[src/rtl/if_fetch_unit_pkg.sv]
// Shared types and constants for the instruction fetch stage.
package if_pkg;

    localparam int unsigned PC_W_DEF  = 9;
    localparam int unsigned INS_W_DEF = 32;
    localparam int unsigned PC_STEP   = 4;
    localparam int unsigned RESET_PC  = 0;

    typedef struct packed {
        logic [PC_W_DEF-1:0]  pc;
        logic [INS_W_DEF-1:0] instr;
    } fetch_entry_t;

endpackage

[src/rtl/if_fetch_unit_if.sv]
// Fetch-stage bus: instruction memory port, redirect port and decode handshake.
// if_fault exists only when IF_MISALIGN_TRAP_EN is defined.
interface if_fetch_unit_if #(
    parameter int unsigned PC_W  = 9,
    parameter int unsigned INS_W = 32
);
    logic             imem_req;
    logic [PC_W-1:0]  imem_addr;
    logic [INS_W-1:0] imem_rdata;
    logic             redirect_valid;
    logic [PC_W-1:0]  redirect_pc;
    logic             id_ready;
    logic             if_valid;
    logic [INS_W-1:0] if_instr;
    logic [PC_W-1:0]  if_pc;
    logic [PC_W-1:0]  if_pcplus4;
`ifdef IF_MISALIGN_TRAP_EN
    logic             if_fault;
`endif

    modport master (
        output imem_req, imem_addr, if_valid, if_instr, if_pc, if_pcplus4,
`ifdef IF_MISALIGN_TRAP_EN
        output if_fault,
`endif
        input  imem_rdata, redirect_valid, redirect_pc, id_ready
    );

    modport slave (
        input  imem_req, imem_addr, if_valid, if_instr, if_pc, if_pcplus4,
`ifdef IF_MISALIGN_TRAP_EN
        input  if_fault,
`endif
        output imem_rdata, redirect_valid, redirect_pc, id_ready
    );

endinterface

[src/rtl/if_fetch_unit_fifo.sv]
// Circular prefetch buffer of fetch entries with flush, count and head read.
module fetch_fifo
    import if_pkg::*;
#(
    parameter int unsigned DEPTH = 2,
    parameter type entry_t = fetch_entry_t,
    localparam int unsigned CW = $clog2(DEPTH + 1),
    localparam int unsigned PW = $clog2(DEPTH)
) (
    input  logic          clk_i,
    input  logic          rst_i,
    input  logic          flush_i,
    input  logic          push_i,
    input  entry_t        push_data_i,
    input  logic          pop_i,
    output entry_t        head_o,
    output logic [CW-1:0] count_o
);

    entry_t        mem_q [DEPTH];
    logic [PW-1:0] head_q, tail_q;
    logic [CW-1:0] count_q;

    function automatic logic [PW-1:0] ptr_next(input logic [PW-1:0] p);
        return (p == PW'(DEPTH - 1)) ? '0 : p + PW'(1);
    endfunction

    // Storage is cleared on reset so the head read shows a zero entry out of reset.
    always_ff @(posedge clk_i or posedge rst_i) begin
        if (rst_i) begin
            head_q  <= '0;
            tail_q  <= '0;
            count_q <= '0;
            for (int unsigned i = 0; i < DEPTH; i++) mem_q[i] <= '0;
        end else if (flush_i) begin
            head_q  <= '0;
            tail_q  <= '0;
            count_q <= '0;
        end else begin
            if (push_i) begin
                mem_q[tail_q] <= push_data_i;
                tail_q        <= ptr_next(tail_q);
            end
            if (pop_i) head_q <= ptr_next(head_q);
            count_q <= count_q + CW'(push_i) - CW'(pop_i);
        end
    end

    assign head_o  = mem_q[head_q];
    assign count_o = count_q;

endmodule

[src/rtl/if_fetch_unit.sv]
// Instruction fetch stage: PC, issue/kill control and prefetch buffer feeding decode.
// Optional IF_MISALIGN_TRAP_EN: misaligned redirects raise if_fault and halt fetch.
module if_fetch_unit
    import if_pkg::*;
#(
    parameter int unsigned PC_W  = 9,
    parameter int unsigned INS_W = 32,
    parameter int unsigned DEPTH = 2
) (
    input  logic           clk,
    input  logic           reset,
    if_fetch_unit_if.master bus
);

    localparam int unsigned CW = $clog2(DEPTH + 1);

    typedef struct packed {
        logic [PC_W-1:0]  pc;
        logic [INS_W-1:0] instr;
    } entry_t;

    logic [PC_W-1:0] fetch_pc_q, fetch_pc_d;
    logic [PC_W-1:0] req_pc_q;
    logic            inflight_q;
    logic            kill_q;
    logic [PC_W-1:0] redirect_tgt;
    logic            halted;

    entry_t          head, push_data;
    logic [CW-1:0]   count;
    logic [CW:0]     occupancy;
    logic            push, pop, issue, valid;

`ifdef IF_MISALIGN_TRAP_EN
    logic halted_q;
    assign halted       = halted_q;
    assign redirect_tgt = bus.redirect_pc;
    assign bus.if_fault = halted_q;
`else
    assign halted       = 1'b0;
    assign redirect_tgt = {bus.redirect_pc[PC_W-1:2], 2'b00};
`endif

    assign valid     = (count != '0);
    assign pop       = valid & bus.id_ready & ~bus.redirect_valid;
    assign occupancy = {1'b0, count} + (CW+1)'(inflight_q) - (CW+1)'(pop);
    assign issue     = ~reset & ~bus.redirect_valid & ~halted & (occupancy < (CW+1)'(DEPTH));
    // The word arriving in a redirect cycle, or one marked killed, belongs to the old stream.
    assign push      = inflight_q & ~kill_q & ~bus.redirect_valid;
    assign push_data = '{pc: req_pc_q, instr: bus.imem_rdata};

    always_comb begin
        fetch_pc_d = fetch_pc_q;
        if (bus.redirect_valid) fetch_pc_d = redirect_tgt;
        else if (issue)         fetch_pc_d = fetch_pc_q + PC_W'(PC_STEP);
    end

    always_ff @(posedge clk or posedge reset) begin
        if (reset) begin
            fetch_pc_q <= PC_W'(RESET_PC);
            req_pc_q   <= '0;
            inflight_q <= 1'b0;
            kill_q     <= 1'b0;
`ifdef IF_MISALIGN_TRAP_EN
            halted_q   <= 1'b0;
`endif
        end else begin
            fetch_pc_q <= fetch_pc_d;
            inflight_q <= issue;
            kill_q     <= bus.redirect_valid & inflight_q;
            if (issue) req_pc_q <= fetch_pc_q;
`ifdef IF_MISALIGN_TRAP_EN
            if (bus.redirect_valid) halted_q <= |bus.redirect_pc[1:0];
`endif
        end
    end

    fetch_fifo #(
        .DEPTH   (DEPTH),
        .entry_t (entry_t)
    ) u_fifo (
        .clk_i       (clk),
        .rst_i       (reset),
        .flush_i     (bus.redirect_valid),
        .push_i      (push),
        .push_data_i (push_data),
        .pop_i       (pop),
        .head_o      (head),
        .count_o     (count)
    );

    assign bus.imem_req   = issue;
    assign bus.imem_addr  = fetch_pc_q;
    assign bus.if_valid   = valid;
    assign bus.if_instr   = head.instr;
    assign bus.if_pc      = head.pc;
    assign bus.if_pcplus4 = head.pc + PC_W'(PC_STEP);

endmodule

[src/flat_wrapper.sv]
// flat-port wrapper written by rule: the top's interface ports become plain ports
module if_fetch_unit_flat import if_pkg::*;
#(
    parameter int unsigned PC_W  = 9,
    parameter int unsigned INS_W = 32,
    parameter int unsigned DEPTH = 2
)
  (clk, reset, bus_imem_req, bus_imem_addr, bus_if_valid, bus_if_instr, bus_if_pc, bus_if_pcplus4, bus_imem_rdata, bus_redirect_valid, bus_redirect_pc, bus_id_ready);
  if_fetch_unit_if #(.PC_W(PC_W), .INS_W(INS_W)) bus_i ();
  input  logic clk;
  input  logic reset;
  output wire logic [$bits(bus_i.imem_req)-1:0] bus_imem_req;
  output wire logic [$bits(bus_i.imem_addr)-1:0] bus_imem_addr;
  output wire logic [$bits(bus_i.if_valid)-1:0] bus_if_valid;
  output wire logic [$bits(bus_i.if_instr)-1:0] bus_if_instr;
  output wire logic [$bits(bus_i.if_pc)-1:0] bus_if_pc;
  output wire logic [$bits(bus_i.if_pcplus4)-1:0] bus_if_pcplus4;
  input wire logic [$bits(bus_i.imem_rdata)-1:0] bus_imem_rdata;
  input wire logic [$bits(bus_i.redirect_valid)-1:0] bus_redirect_valid;
  input wire logic [$bits(bus_i.redirect_pc)-1:0] bus_redirect_pc;
  input wire logic [$bits(bus_i.id_ready)-1:0] bus_id_ready;
  assign bus_imem_req = bus_i.imem_req;
  assign bus_imem_addr = bus_i.imem_addr;
  assign bus_if_valid = bus_i.if_valid;
  assign bus_if_instr = bus_i.if_instr;
  assign bus_if_pc = bus_i.if_pc;
  assign bus_if_pcplus4 = bus_i.if_pcplus4;
  assign bus_i.imem_rdata = bus_imem_rdata;
  assign bus_i.redirect_valid = bus_redirect_valid;
  assign bus_i.redirect_pc = bus_redirect_pc;
  assign bus_i.id_ready = bus_id_ready;
  if_fetch_unit #(.PC_W(PC_W), .INS_W(INS_W), .DEPTH(DEPTH)) u_core (.clk(clk), .reset(reset), .bus(bus_i));
endmodule
[config.mk]
export PLATFORM = sky130hd
export DESIGN_NAME = if_fetch_unit_flat
export DESIGN_NICKNAME = d
export VERILOG_FILES = /design/src/rtl/if_fetch_unit_pkg.sv /design/src/rtl/if_fetch_unit_if.sv /design/src/rtl/if_fetch_unit_fifo.sv /design/src/rtl/if_fetch_unit.sv /design/src/flat_wrapper.sv
export SDC_FILE = /design/constraint.sdc
export NUM_CORES = 1
export LEC_CHECK = 0
export ABC_AREA = 1
export ABC_CLOCK_PERIOD_IN_PS = 2700
export CAP_MARGIN = 30
export CORE_MARGIN = 4
export CORE_UTILIZATION = 23
export CTS_CLUSTER_DIAMETER = 120
export DETAILED_ROUTE_END_ITERATION = 8
export GPL_TIMING_DRIVEN = 0
export MAX_ROUTING_LAYER = met4
export SYNTH_ARGS = -nofsm -noshare
export SYNTH_HDL_FRONTEND = slang
export SYNTH_HIERARCHICAL = 1
export SYNTH_SLANG_ARGS = --single-unit
[constraint.sdc]
create_clock -name clk -period 2.7 [get_ports clk]
set_clock_uncertainty 0.15 [all_clocks]
set_input_delay 0.27 -clock clk [delete_from_list [all_inputs] [get_ports clk]]
set_output_delay 0.27 -clock clk [all_outputs]
set_load 0.01 [all_outputs]
* Word level (Yosys, flattened, before mapping)
Cells that the tools add are included.
** Word-level totals
- Flip-flop bits (word level) :: 106
- Bits of input ports :: 45
- Logic and storage cells :: 56
** Operators by class
- Add/sub/neg operators :: 8
- Magnitude comparators :: 4
- Muxes and demuxes :: 15
- Bitwise operators :: 12
- Reductions and logical operators :: 6
** Operators with widths (count)
- $mux W41 :: 4
- $bwmux W82 :: 1
- $demux W41 S1 :: 1
- $add A9 B3 Y9 const B :: 2
- $mux W9 :: 2
- $reduce_bool A2 Y1 :: 4
- $and A1 B1 Y1 :: 7
- $mux W1 :: 6
- $ge A2 B2 Y1 const B :: 2
- $not A1 Y2 :: 2
- $add A2 B1 Y3 :: 1
- $lt A3 B2 Y1 const B :: 1
- $not A1 Y1 :: 3
- $sub A3 B1 Y3 :: 1
- $add A1 B1 Y1 const B :: 2
- $add A2 B1 Y2 :: 1
- $lt A2 B1 Y1 const B :: 1
- $mux W2 :: 1
- $reduce_and A2 Y1 :: 1
- $sub A2 B1 Y2 :: 1
- $logic_and A1 B1 Y1 :: 1

* Longest topological paths before layout
- Depth after elaboration :: 8
- Gate-level depth with buffers :: 14
- Mapped depth without buffers :: 14

* Hierarchy
The synthesis kept the hierarchy.
** Modules (own cells, without submodules)
- fetch_fifo :: instances 1, cells an instance 377, area each 3771.1 um2, seq. area each 2152.1 um2
- if_fetch_unit :: instances 1, cells an instance 134, area each 1081.0 um2, seq. area each 400.4 um2

* Least setup slack after synthesis
OpenSTA, ideal clock, no wires.
- Path type :: register to register
- From :: reg u_core.u_fifo.count_q[1], in the netlist u_core/u_fifo/count_o[1]
- To :: reg u_core.req_pc_q[2]
- Arrival time :: 2328 ps
- Setup slack :: 104 ps
- Cell stages (with the launch flop) :: 12
- Path through :: dfrtp_1 nor2_1 nor2_1 ha_1 or2_2 fa_1 nand2_1 nor2_4 nand2_4 buf_8 nand2_2 o21ai_2
** On the way
- Longest elaborated chain between the ends :: 6
- Elaborated cells between the ends (all ways) :: 7
- Classes of those cells :: 2 x add/sub; 1 x order compare; 3 x bitwise; 1 x reduce/logical
** Ends and longest elaborated chain
- start: declaration :: line if_fetch_unit_fifo.sv:22 : logic [CW-1:0] count_q;
- start signal: assignment :: line if_fetch_unit_fifo.sv:45 : count_q <= count_q + CW'(push_i) - CW'(pop_i);
- $reduce_bool A2 Y1 :: line if_fetch_unit.sv:44 : assign valid = (count != '0);
- $and A1 B1 Y1 (2 in series) :: line if_fetch_unit.sv:45 : assign pop = valid & bus.id_ready & ~bus.redirect_valid;
- net u_core.pop :: line if_fetch_unit.sv:32 : logic push, pop, issue, valid;
- $sub A3 B1 Y3 :: line if_fetch_unit.sv:46 : assign occupancy = {1'b0, count} + (CW+1)'(inflight_q) - (CW+1)'(pop);
- $lt A3 B2 Y1 :: line if_fetch_unit.sv:47 : assign issue = ~reset & ~bus.redirect_valid & ~halted & (occupancy < (CW+1)'(DEPTH));
- $and A1 B1 Y1 :: line if_fetch_unit.sv:47
- end signal: assignment :: line if_fetch_unit.sv:71 : if (issue) req_pc_q <= fetch_pc_q;
- end: declaration :: line if_fetch_unit.sv:23 : logic [PC_W-1:0] req_pc_q;
The timed path passes the listed nets, and every way through them passes these cells.
A chain may end at the register's enable or synchronous reset.

* Final worst setup path
- From :: reg u_core.u_fifo.count_q[0], in the netlist u_core/u_fifo/count_o[0]
- To :: out bus_imem_req
** On the way
- Longest elaborated chain between the ends :: 6
- Elaborated cells between the ends (all ways) :: 7
- Classes of those cells :: 2 x add/sub; 1 x order compare; 3 x bitwise; 1 x reduce/logical
** Ends and longest elaborated chain
- $reduce_bool A2 Y1 :: line if_fetch_unit.sv:44
- $and A1 B1 Y1 (2 in series) :: line if_fetch_unit.sv:45
- net u_core.pop :: line if_fetch_unit.sv:32
- $sub A3 B1 Y3 :: line if_fetch_unit.sv:46
- $lt A3 B2 Y1 :: line if_fetch_unit.sv:47
- $and A1 B1 Y1 :: line if_fetch_unit.sv:47
- end: declaration :: line flat_wrapper.sv:12 : output wire logic [$bits(bus_i.imem_req)-1:0] bus_imem_req;
The timed path passes the listed nets, and every way through them passes these cells.

==> summary.txt <==
Synth
  • Count leader, synth: nand2_1
  • Post-synthesis register bit count: between 100 and 150
  • Post-Syn Area: 4850 um^2
  • Syn avg cell area: around 9.5 um^2
  • Commonest cells in the netlist: nand2_1, dfrtp_1, inv_1
  • Unique masters post-synth: 34
  • Post-synth EDFFs: 0
  • Leading post-synthesis cells by cell area: dfrtp_1, mux2_2, nand2_1
  • Dominant cell type by area after synthesis: dfrtp_1
  • Async set-reset flop share out of synthesis: 100%
  • Cells after synthesis: a little over 500
  • Warnings from Yosys: 6
  • Dominant synthesized flop cell: dfrtp_1
  • Register area share after synthesis: about 53%
  • Yosys top cell area share: a little over half

Drt
  • Routed Antenna Nets: 0
  • Total number of vias: 3,715
  • WL per Instance: 13.6 um
  • Routed vias/inst: 4.10
  • Routed WL: 12,300 um
  • Drt pass-1 iters: 7
  • Initial DRC Count: 160
  • DRC: 0

Timing
  • RSZ-0062 raised after global routing: true
  • Fmax: ~370 MHz
  • Worst slew margin: 64.9%
  • Worst slew pin tran: ~0.52 ns
  • Final period util: 101%
  • TNS Setup: -0.0333 ns
  • Final worst setup slack: -0.0333 ns
  • Final setup violation count: 1
  • Slew Viols, Final: 0
  • Hold Fails Final Rpt: 0
  • Shortest period the worst path allows: 2.73 ns

Finish
  • Design Area, Final: 6610 um^2
  • Multi-input gate area: between 1500 and 2000 um^2
  • # nets final: 682
  • Area Growth Syn to Fin: 36.2%
  • # diodes: 0
  • Share of layout cells above drive strength 1: 18.9%
  • FILL cells: between 2,000 and 2,500
  • Non-filler cells, final: 906
  • Sequential standard cell area: around 2600 um^2

Pwr
  • Overall power: roughly 0.0056 W
  • Pwr Density: approximately 850 nW/um^2
  • Lkg Pwr: 3.08 nW
  • Worst vdd ir: 0.339 mV

Clock tree
  • Worst-path clk slew: approximately 0.070 ns
  • CTS Buf Count: 9
  • Deepest clock path buffer count: 2
  • CTS root buf: clkbuf_16
  • # H-tree levels: 3
  • CTS Sinks: 102
  • Worst-skew pair later-pin latency: 0.35 ns
  • CTS tree: built
  • Hold-fix buffers, CTS: 0

Floorplan
  • Area of the die: between 20,000 and 25,000 um^2
  • Top Ports: 106
  • Core Box Area: 20,500 um^2
  • Die X: about 150 um
  • Starting Density: 23.7%
  • Rows: 52
  • Die Span Y: 153 um

Outcome
  • Outcome: complete, but fails checks
  • Failing checks: setup timing

Min path
  • HP Class: in2async

Worst setup path
  • CP Data Required Time: around 2.3 ns
  • CP Launch Type: flip-flop
  • Crit Path Category: reg2out
  • Worst-case reg-to-reg path depth: 11
  • Worst Path Max Fanout: 2
  • CP Capture Type: primary output
  • Crit path DAT: between 2 and 2.5 ns

Global routing
  • Overflow after GRT: 0
  • Largest net degree at the start of global routing: 58
  • Initial antenna violation count: 0
  • Vias in the first global route: 3,817
  • First-pass GRT wire length: slightly above 20,000 um
  • Tot GR Track Use: 10.9%

Run
  • Max capacitance violation total: 0

Placed design
  • Placed Instances: between 800 and 900
  • Post-DP HPWL: 8830 um
  • Post-place setup slack: -1.24 ns
  • Gpl congestion: 0.733
  • Cell Area, Placed: 6240 um^2
  • # port buffers: ~100
## state kept, by name, indices dropped and copies added, names as in the netlist
register,flops
u_core/u_fifo/tail_q,1
u_core/inflight_q,1
u_core/kill_q,1
u_core/req_pc_q,7
u_core/bus.imem_addr,7
u_core/u_fifo/head_q,1
u_core/u_fifo/count_o,2
u_core/u_fifo/mem_q,82
## worst paths after layout
path / startpoint / endpoint / slack, ns
worst min-delay path: reset / u_core/req_pc_q[7]$_DFFE_PP0P_ / 0.16
worst max-delay path: u_core/u_fifo/count_o[0]$_DFF_PP0_ / bus_imem_req / -0.03
worst min register to register: u_core/inflight_q$_DFF_PP0_ / u_core/kill_q$_DFF_PP0_ / 0.31
min in group clk: bus_redirect_valid / u_core/u_fifo/count_o[0]$_DFF_PP0_ / 0.20
worst max register to register: u_core/u_fifo/count_o[0]$_DFF_PP0_ / u_core/req_pc_q[3]$_DFFE_PP0P_ / 0.24
max in group asynchronous: reset / u_core/u_fifo/mem_q[18]$_DFFE_PP0P_ / 1.60
## repair_timing
action                     CTS  global route
gates resized for setup     30             5
pin swaps                    6             5
buffers inserted             3             1
setup endpoints to repair   22             4
## cell families (layout without fill, tap and decap cells)
family | count (synthesis) | in the layout | share of synthesized area, %
simple gates | 165 | 165 | 14.8
flops | 102 | 102 | 52.6
compound gates | 96 | 96 | 10.4
buf+inv | 94 | 216 | 9.77
mux | 41 | 41 | 9.52
fa+ha+maj | 6 | 6 | 1.70
xor+xnor | 6 | 6 | 1.08
other cells | 1 | 4 | 0.0773
## cell type report
type / instances / share of cell area, %
tap: 270 / 5.11
inverter: 65 / 3.77
buffer: 29 / 3.71
clock inverter: 7 / 0.738
clock buffer: 9 / 3.41
sequential: 102 / 38.6
timing repair buffer: 106 / 16.1
multi-input combinational: 318 / 28.5
## through the flow
step,utilization [%],hold WS [ns]
after CTS,32.2,0.167
final,32.2,0.163
after floorplan,-,-0.0342
after detailed placement,30.5,0.296
after global placement,30.3,0.296
after global routing,32.2,0.220
## placed cells by master, fill, tap and decap left out, types with 3 or more instances in the layout
| master | netlist | layout |
|---|---|---|
| dfrtp_1 | 102 | 101 |
| dlygate4sd2_1 | 0 | 4 |
| nand3_1 | 20 | 20 |
| clkinv_2 | 0 | 3 |
| o21ai_1 | 48 | 48 |
| o21ai_0 | 38 | 38 |
| buf_6 | 9 | 11 |
| inv_1 | 61 | 59 |
| nand2_2 | 6 | 7 |
| nand2_1 | 122 | 121 |
| buf_8 | 1 | 3 |
| mux2_2 | 41 | 39 |
| buf_4 | 8 | 10 |
| conb_1 | 1 | 4 |
| clkdlybuf4s50_1 | 0 | 94 |
| buf_2 | 6 | 6 |
| nor2_4 | 1 | 3 |
| ha_1 | 5 | 4 |
| xor2_1 | 5 | 5 |
| inv_2 | 3 | 4 |
| clkbuf_16 | 0 | 9 |
| clkbuf_1 | 3 | 3 |
| o21ai_2 | 4 | 4 |
| nor2_1 | 8 | 6 |
## power breakdown
part           leakage (nW)  total [W]  switching (W)  internal (W)
Clock                 0.136    0.00120       0.000575      0.000628
Sequential             1.33    0.00222       0.000247       0.00198
Combinational          1.61    0.00222       0.000980       0.00124
## worst max-delay path, stage by stage, from the launching register on
cell and delay, ns:
dfrtp_1 0.42, nor2_4 0.15, nor2_4 0.06, ha_4 0.20
or2_4 0.23, fa_2 0.57, nand3_4 0.10, nor2_8 0.14
buf_6 0.10
## layer usage
| metal | part of all wire [%] | vias up | global-route usage, % |
|---|---|---|---|
| met1 | 52 | 1747 | 15.6 |
| met5 | 0 | - | - |
| li1 | - | 1870 | - |
| met4 | 1.3 | 0 | 3.31 |
| met2 | 42 | 86 | 15.4 |
| met3 | 4.8 | 12 | 2.46 |
Power figures use the tool's default switching activity.
